<file path="config.mk">
export PLATFORM = sky130hd
export DESIGN_NAME = bp_cce_dir_sharers_collect
export DESIGN_NICKNAME = d
export VERILOG_FILES = /design/src/rtl/bp_cce_dir_sharers_collect.sv
export SDC_FILE = /design/constraint.sdc
export NUM_CORES = 1
export LEC_CHECK = 0
export BUFFER_PORTS_ARGS = -buffer_cell sky130_fd_sc_hd__buf_4
export CORE_UTILIZATION = 45
export CTS_CLUSTER_DIAMETER = 80
export CTS_CLUSTER_SIZE = 30
export DETAILED_ROUTE_END_ITERATION = 7
export PLACE_DENSITY = 0.78
export REMOVE_ABC_BUFFERS = 1
export SLEW_MARGIN = 30
export SYNTH_ARGS = -nofsm -noshare
export SYNTH_HDL_FRONTEND = slang
export SYNTH_HIERARCHICAL = 1
export SYNTH_SLANG_ARGS = --single-unit
</file>
<file path="constraint.sdc">
create_clock -name clk_i -period 2.85 [get_ports clk_i]
set_input_delay 0 -clock clk_i [delete_from_list [all_inputs] [get_ports clk_i]]
set_output_delay 0 -clock clk_i [all_outputs]
set_load 0.05 [all_outputs]
</file>
<file path="src/rtl/bp_cce_dir_sharers_collect.sv">
// bp_cce_dir_sharers_collect
//   Directory read/consolidate stage feeding the CCE GAD logic. On a lookup it
//   reads one tag/state row per LCE for the requested way-group, tag-matches
//   each row and builds the per-LCE hit/way/state vectors. It then pulses
//   sharers_v_o for one cycle.
//
// Ports
//   clk_i, reset_n_i        clock, asynchronous active-low reset
//   start_v_i/_tag_i/_wg_i  lookup request; accepted on start_v_i & ready_o
//   ready_o                 high only while idle
//   rd_v_o/_wg_o/_lce_o     directory row read request; granted by rd_yumi_i
//   rd_data_v_i             row data valid, one cycle after each grant
//   rd_tags_i/rd_states_i   row tags/states, way 0 in the LSBs
//   sharers_v_o             one-cycle pulse when the vectors are complete
//   sharers_hits_o/_ways_o/_coh_states_o  per-LCE hit, hit way, hit state
//   multi_hit_o             duplicate-match / multiple-owner flag
//
// Optional feature: define BP_CCE_DIR_MULTI_HIT_CHECK_EN to build multi_hit_o.
// Without the macro multi_hit_o is tied low.

// Tag compare for one way. A way in the invalid state never matches.
module bp_cce_dir_way_match #(
  parameter int tag_width_p = 20
) (
  input  logic [tag_width_p-1:0] tag,
  input  logic [tag_width_p-1:0] target,
  input  logic [2:0]             state,
  output logic                   match
);
  assign match = (state != 3'b000) && (tag == target);
endmodule

module bp_cce_dir_sharers_collect #(
  parameter int num_lce_p   = 4,
  parameter int lce_assoc_p = 8,
  parameter int tag_width_p = 20,
  parameter int wg_width_p  = 6,
  localparam int lce_assoc_width_lp = (lce_assoc_p > 1) ? $clog2(lce_assoc_p) : 1,
  localparam int lce_id_width_lp    = (num_lce_p > 1) ? $clog2(num_lce_p) : 1
) (
  input  logic                                    clk_i,
  input  logic                                    reset_n_i,
  input  logic                                    start_v_i,
  input  logic [tag_width_p-1:0]                  start_tag_i,
  input  logic [wg_width_p-1:0]                   start_wg_i,
  output logic                                    ready_o,
  output logic                                    rd_v_o,
  output logic [wg_width_p-1:0]                   rd_wg_o,
  output logic [lce_id_width_lp-1:0]              rd_lce_o,
  input  logic                                    rd_yumi_i,
  input  logic                                    rd_data_v_i,
  input  logic [lce_assoc_p*tag_width_p-1:0]      rd_tags_i,
  input  logic [lce_assoc_p*3-1:0]                rd_states_i,
  output logic                                    sharers_v_o,
  output logic [num_lce_p-1:0]                    sharers_hits_o,
  output logic [num_lce_p*lce_assoc_width_lp-1:0] sharers_ways_o,
  output logic [num_lce_p*3-1:0]                  sharers_coh_states_o,
  output logic                                    multi_hit_o
);
  localparam logic [lce_id_width_lp-1:0] last_lce_lp = lce_id_width_lp'(num_lce_p - 1);

  typedef enum logic [1:0] {IDLE, READ, DONE} state_e;
  state_e state_q, state_n;

  logic [tag_width_p-1:0]                          tag_q;
  logic [wg_width_p-1:0]                           wg_q;
  // One extra bit so the issue counter can reach num_lce_p and stop there.
  logic [lce_id_width_lp:0]                        issue_cnt;
  logic [lce_id_width_lp-1:0]                      recv_cnt;
  logic [num_lce_p-1:0]                            hits_q;
  logic [num_lce_p-1:0][lce_assoc_width_lp-1:0]    ways_q;
  logic [num_lce_p-1:0][2:0]                       states_q;

  logic                          start;
  logic                          row_v;
  logic                          last_row;
  logic [lce_assoc_p-1:0]        match;
  logic                          row_hit;
  logic [lce_assoc_width_lp-1:0] row_way;
  logic [2:0]                    row_state;

  assign start    = start_v_i & ready_o;
  assign row_v    = (state_q == READ) & rd_data_v_i;
  assign last_row = row_v & (recv_cnt == last_lce_lp);

  always_ff @(posedge clk_i or negedge reset_n_i)
    if (!reset_n_i) state_q <= IDLE;
    else            state_q <= state_n;

  always_comb begin
    state_n     = state_q;
    ready_o     = 1'b0;
    rd_v_o      = 1'b0;
    sharers_v_o = 1'b0;
    case (state_q)
      IDLE: begin
        ready_o = 1'b1;
        if (start_v_i) state_n = READ;
      end
      READ: begin
        rd_v_o = (issue_cnt < (lce_id_width_lp+1)'(num_lce_p));
        if (last_row) state_n = DONE;
      end
      DONE: begin
        sharers_v_o = 1'b1;
        state_n     = IDLE;
      end
      default: state_n = IDLE;
    endcase
  end

  assign rd_wg_o  = wg_q;
  assign rd_lce_o = issue_cnt[lce_id_width_lp-1:0];

  // Per-way tag match on the returning row.
  for (genvar w = 0; w < lce_assoc_p; w++) begin : g_way
    bp_cce_dir_way_match #(.tag_width_p(tag_width_p)) u_match (
      .tag    (rd_tags_i[w*tag_width_p +: tag_width_p]),
      .target (tag_q),
      .state  (rd_states_i[w*3 +: 3]),
      .match  (match[w])
    );
  end

  // Lowest matching way wins: scan high to low so the last assignment sticks.
  assign row_hit = |match;
  always_comb begin
    row_way   = '0;
    row_state = 3'b000;
    for (int w = lce_assoc_p-1; w >= 0; w--)
      if (match[w]) begin
        row_way   = lce_assoc_width_lp'(w);
        row_state = rd_states_i[w*3 +: 3];
      end
  end

  always_ff @(posedge clk_i or negedge reset_n_i)
    if (!reset_n_i) begin
      tag_q     <= '0;
      wg_q      <= '0;
      issue_cnt <= '0;
      recv_cnt  <= '0;
      hits_q    <= '0;
      ways_q    <= '0;
      states_q  <= '0;
    end else if (start) begin
      tag_q     <= start_tag_i;
      wg_q      <= start_wg_i;
      issue_cnt <= '0;
      recv_cnt  <= '0;
      hits_q    <= '0;
      ways_q    <= '0;
      states_q  <= '0;
    end else if (state_q == READ) begin
      if (rd_v_o & rd_yumi_i) issue_cnt <= issue_cnt + 1'b1;
      if (row_v) begin
        hits_q[recv_cnt]   <= row_hit;
        ways_q[recv_cnt]   <= row_way;
        states_q[recv_cnt] <= row_state;
        // Hold on the final row so the counter never wraps.
        if (!last_row) recv_cnt <= recv_cnt + 1'b1;
      end
    end

  assign sharers_hits_o       = hits_q;
  assign sharers_ways_o       = ways_q;
  assign sharers_coh_states_o = states_q;

`ifdef BP_CCE_DIR_MULTI_HIT_CHECK_EN
  // Owner-class states: E, F, M, O.
  localparam logic [2:0] coh_e_lp = 3'b010;
  localparam logic [2:0] coh_f_lp = 3'b011;
  localparam logic [2:0] coh_m_lp = 3'b110;
  localparam logic [2:0] coh_o_lp = 3'b111;

  logic multi_q, owner_seen_q;
  logic row_multi, row_owned;

  // More than one bit set in the match vector.
  assign row_multi = |(match & (match - lce_assoc_p'(1)));
  assign row_owned = row_hit & (row_state inside {coh_e_lp, coh_f_lp, coh_m_lp, coh_o_lp});

  always_ff @(posedge clk_i or negedge reset_n_i)
    if (!reset_n_i) begin
      multi_q      <= 1'b0;
      owner_seen_q <= 1'b0;
    end else if (start) begin
      multi_q      <= 1'b0;
      owner_seen_q <= 1'b0;
    end else if (row_v) begin
      if (row_multi | (row_owned & owner_seen_q)) multi_q <= 1'b1;
      if (row_owned) owner_seen_q <= 1'b1;
    end

  assign multi_hit_o = multi_q;
`else
  assign multi_hit_o = 1'b0;
`endif

endmodule
</file>
==> metrics.txt <==
crit path max fanout=9; Req. time, crit path=3.04 ns; Yosys reg bits=61; Distinct cells, synth=34; final setup fails=0; routed vias=4990; Worst path max stage delay=between 0.5 and 0.6 ns; GRT Util Overall=around 34%; Die ar.=between 10000 and 15000 um^2; Final WS setup=~0.036 ns; CTS root buf=clkbuf_8; leakage=between 3 and 4 nW; hold path startpoint=rd_states_i[0]; fin nets=between 1k and 1.5k; Worst Max-Slew Pin Slew=between 0.7 and 0.8 ns; Total Power=4.90 mW; Synth-to-Final Area Change=61.5%; hold slack=roughly 0.053 ns; Die X=slightly above 100 um; GRT overflow=0; Hold Crit Endpoint=sharers_coh_states_o[9]; CTS tree=yes; RSZ-0062 raised after global routing=true; Cell Chain, Critical Path=xor2_1, nor4_1, o311ai_1, nor4_4, nor2b_4, a221oi_1, o311ai_2, a221oi_2, buf_4, o31ai_2; H-Tree Depth=3; Mapped Area=4560 um^2; EDFF count, synth=0; WHS Path Cells=3; WL/cell=between 15 and 20 um; share of layout cells above drive strength 1=around two fifths; initial antenna violation count=1; Worst-path clk slew=about 0.08 ns; Slew Limit Fails=0; CP max stage cell=dfrtp_1; Post-Syn Instances=slightly above 500; Initial Util=46.6%; I/O pin cnt=~260; FFs w/ async S/R, synth=100%; Clock Tree Buf Depth=2; worst setup path class=reg2reg; reg2reg setup slack=about 0.036 ns; Worst Path Arrival=around 3 ns; chip height=~100 um; hold crit path type=in2reg; Reg2Reg Depth=10; Inserted Clock Buffers=9; gpl congestion=1.02; DR iter-0 viols=~220; fmax=~360 MHz; sequential fraction of the synthesis area=between 30% and 40%; pre-CTS setup slack=-0.0987 ns; worst vdd ir=approximately 0.64 mV; Max-Cap Viols=0; Worst slew margin=roughly 47%; period utilization=between 90% and 100%; Min Clock Period, post-route=between 2 and 3 ns; vias in the first global route=around 5k; port bufs=between 200 and 300; largest net degree at the start of global routing=62; outcome=completed; Worst setup SP type=flip-flop; launch point of the worst reg-to-reg path=tag_q[3]; final hold viol count=0; residual DRC count=0; Crit. End Element=flip-flop; row count=36; core area=approximately 9800 um^2; YS warnings=6; Vias/cell=5.22; antenna violation net count after detailed routing=0; first-pass GRT wire length=about 26 mm; Synth Area per Inst=around 9 um^2; router iterations before antenna repair=5; Setup Skew=approximately 0.016 ns; Pwr Density=roughly 670 nW/um^2; Synth Flop Type=dfrtp_1; DRT Wirelength=roughly 18 mm; worst-skew pair later-pin latency=0.33 ns; clk sinks=61; Post-DP HPWL=between 10 and 15 mm; R2R Path End=sharers_coh_states_o[2]
## layout make-up
| class | instances | area, um^2 |
|---|---|---|
| Multi-Input combinational cell | 426 | 3020 |
| Clock inverter | 4 | 47.5 |
| Clock buffer | 12 | 145 |
| Inverter | 8 | 30.0 |
| Antenna cell | 1 | 2.50 |
| Timing Repair Buffer | 311 | 2400 |
| Sequential cell | 61 | 1540 |
| Fill cell | 736 | 2410 |
| Tap cell | 133 | 166 |
## what timing repair did
action	4_1_cts	5_1_grt
pin swaps	2	8
resized for setup	4	26
endpoints found under the setup margin	12	12
buffers inserted	1	16
hold buffers	27	0
endpoints found under the hold margin	87	0
## through the flow
stage,instance area (um^2),cells,utilization [%],setup TNS (ns)
after floorplan,4470,495,-,0
after CTS,7130,940,73.0,0
after detailed placement,6650,896,68.0,-0.576
final,7360,956,75.3,0
after global placement,6650,896,68.0,0
after global routing,7360,956,75.3,-1.28
## where the power goes
group          internal (mW)  switching, mW
Clock                  0.426          0.339
Combinational           1.17           1.37
Sequential              1.09          0.510
Total                   2.69           2.21
## worst max-delay path by stage
stage	startpoint	endpoint	slack (ns)	depth (start not counted)
after floorplan	tag_q[16]	sharers_coh_states_o[10]	0.21	8
after global placement	tag_q[16]	sharers_coh_states_o[11]	0.06	9
after detailed placement	tag_q[16]	sharers_coh_states_o[5]	-0.1	9
after CTS	tag_q[16]	sharers_coh_states_o[0]	0.02	9
after global routing	tag_q[3]	sharers_coh_states_o[5]	-0.18	10
final	tag_q[3]	sharers_coh_states_o[2]	0.04	10
## synth_stat cells, types with 2 or more instances
cell type / instances / area [um^2]
nor3_1: 9 / 45.0
nor2_1: 20 / 75.1
dfrtp_1: 61 / 1530
ha_1: 5 / 62.6
nor4_1: 24 / 150
nand2_1: 89 / 334
o21ai_1: 2 / 10.0
a221oi_2: 3 / 45.0
o31a_1: 3 / 26.3
buf_2: 2 / 10.0
inv_1: 7 / 26.3
o31ai_1: 13 / 97.6
buf_4: 3 / 22.5
o21ai_0: 14 / 70.1
a221oi_1: 3 / 26.3
nand3_1: 29 / 145
nor4_2: 8 / 100
clkbuf_1: 14 / 52.6
xor2_1: 152 / 1330
o311ai_1: 11 / 96.3
nand4_1: 8 / 50.1
a21oi_1: 6 / 30.0
o21bai_1: 2 / 15.0
xnor2_1: 10 / 87.6
nor2b_1: 7 / 43.8
mux2i_1: 2 / 20.0
## flip-flops by register name (all words and copies together), names as in the netlist
| signal | count |
|---|---|
| sharers_coh_states_o | 12 |
| sharers_ways_o | 12 |
| state_q | 2 |
| issue_cnt | 3 |
| tag_q | 20 |
| rd_wg_o | 6 |
| recv_cnt | 2 |
| sharers_hits_o | 4 |
## critical path, delay by kind of cell (launching register included)
family | cells | cell delay (ns)
AO/OA/AOI/OAI | 5 | 1.09
AND/OR/NAND/NOR | 3 | 0.59
flip-flops | 1 | 0.56
XOR/XNOR | 1 | 0.24
buffers and inverters | 1 | 0.20
## metal layers
metal	GRT usage [%]	vias up	share of wire, %
met2	60.2	193	50
met3	5.83	46	6.2
li1	-	2363	-
met5	0	-	0
met4	15.1	0	3.7
met1	40.0	2388	40
## cells by family after synthesis
| logic type | synth area share, % |
|---|---|
| AND/OR/NAND/NOR | 21.7 |
| XOR/XNOR | 31.1 |
| flip-flops | 33.5 |
| AO/OA/AOI/OAI | 9.14 |
| buffers and inverters | 2.61 |
| adder cells (fa/ha/maj) | 1.37 |
| multiplexers | 0.439 |
| other | 0.0823 |
## cells in the final DEF, fill, tap and decap left out, types with 3 or more instances in the layout
cell | netlist | routed
nand2_1 | 89 | 88
o311ai_2 | 0 | 3
buf_4 | 3 | 284
o31a_1 | 3 | 3
xnor2_1 | 10 | 10
xor2_1 | 152 | 152
ha_1 | 5 | 5
dfrtp_2 | 0 | 14
dlygate4sd3_1 | 0 | 27
inv_1 | 7 | 7
nor2b_1 | 7 | 7
o21ai_0 | 14 | 14
nor4_2 | 8 | 11
o31ai_2 | 0 | 4
clkbuf_8 | 0 | 10
o311ai_1 | 11 | 8
nor3_1 | 9 | 7
a21oi_1 | 6 | 6
nor2_1 | 20 | 20
nor4_1 | 24 | 20
dfrtp_1 | 61 | 47
a221oi_1 | 3 | 3
nand4_1 | 8 | 8
nand3_1 | 29 | 29
o31ai_1 | 13 | 9
(Power assumes the default switching activity.)
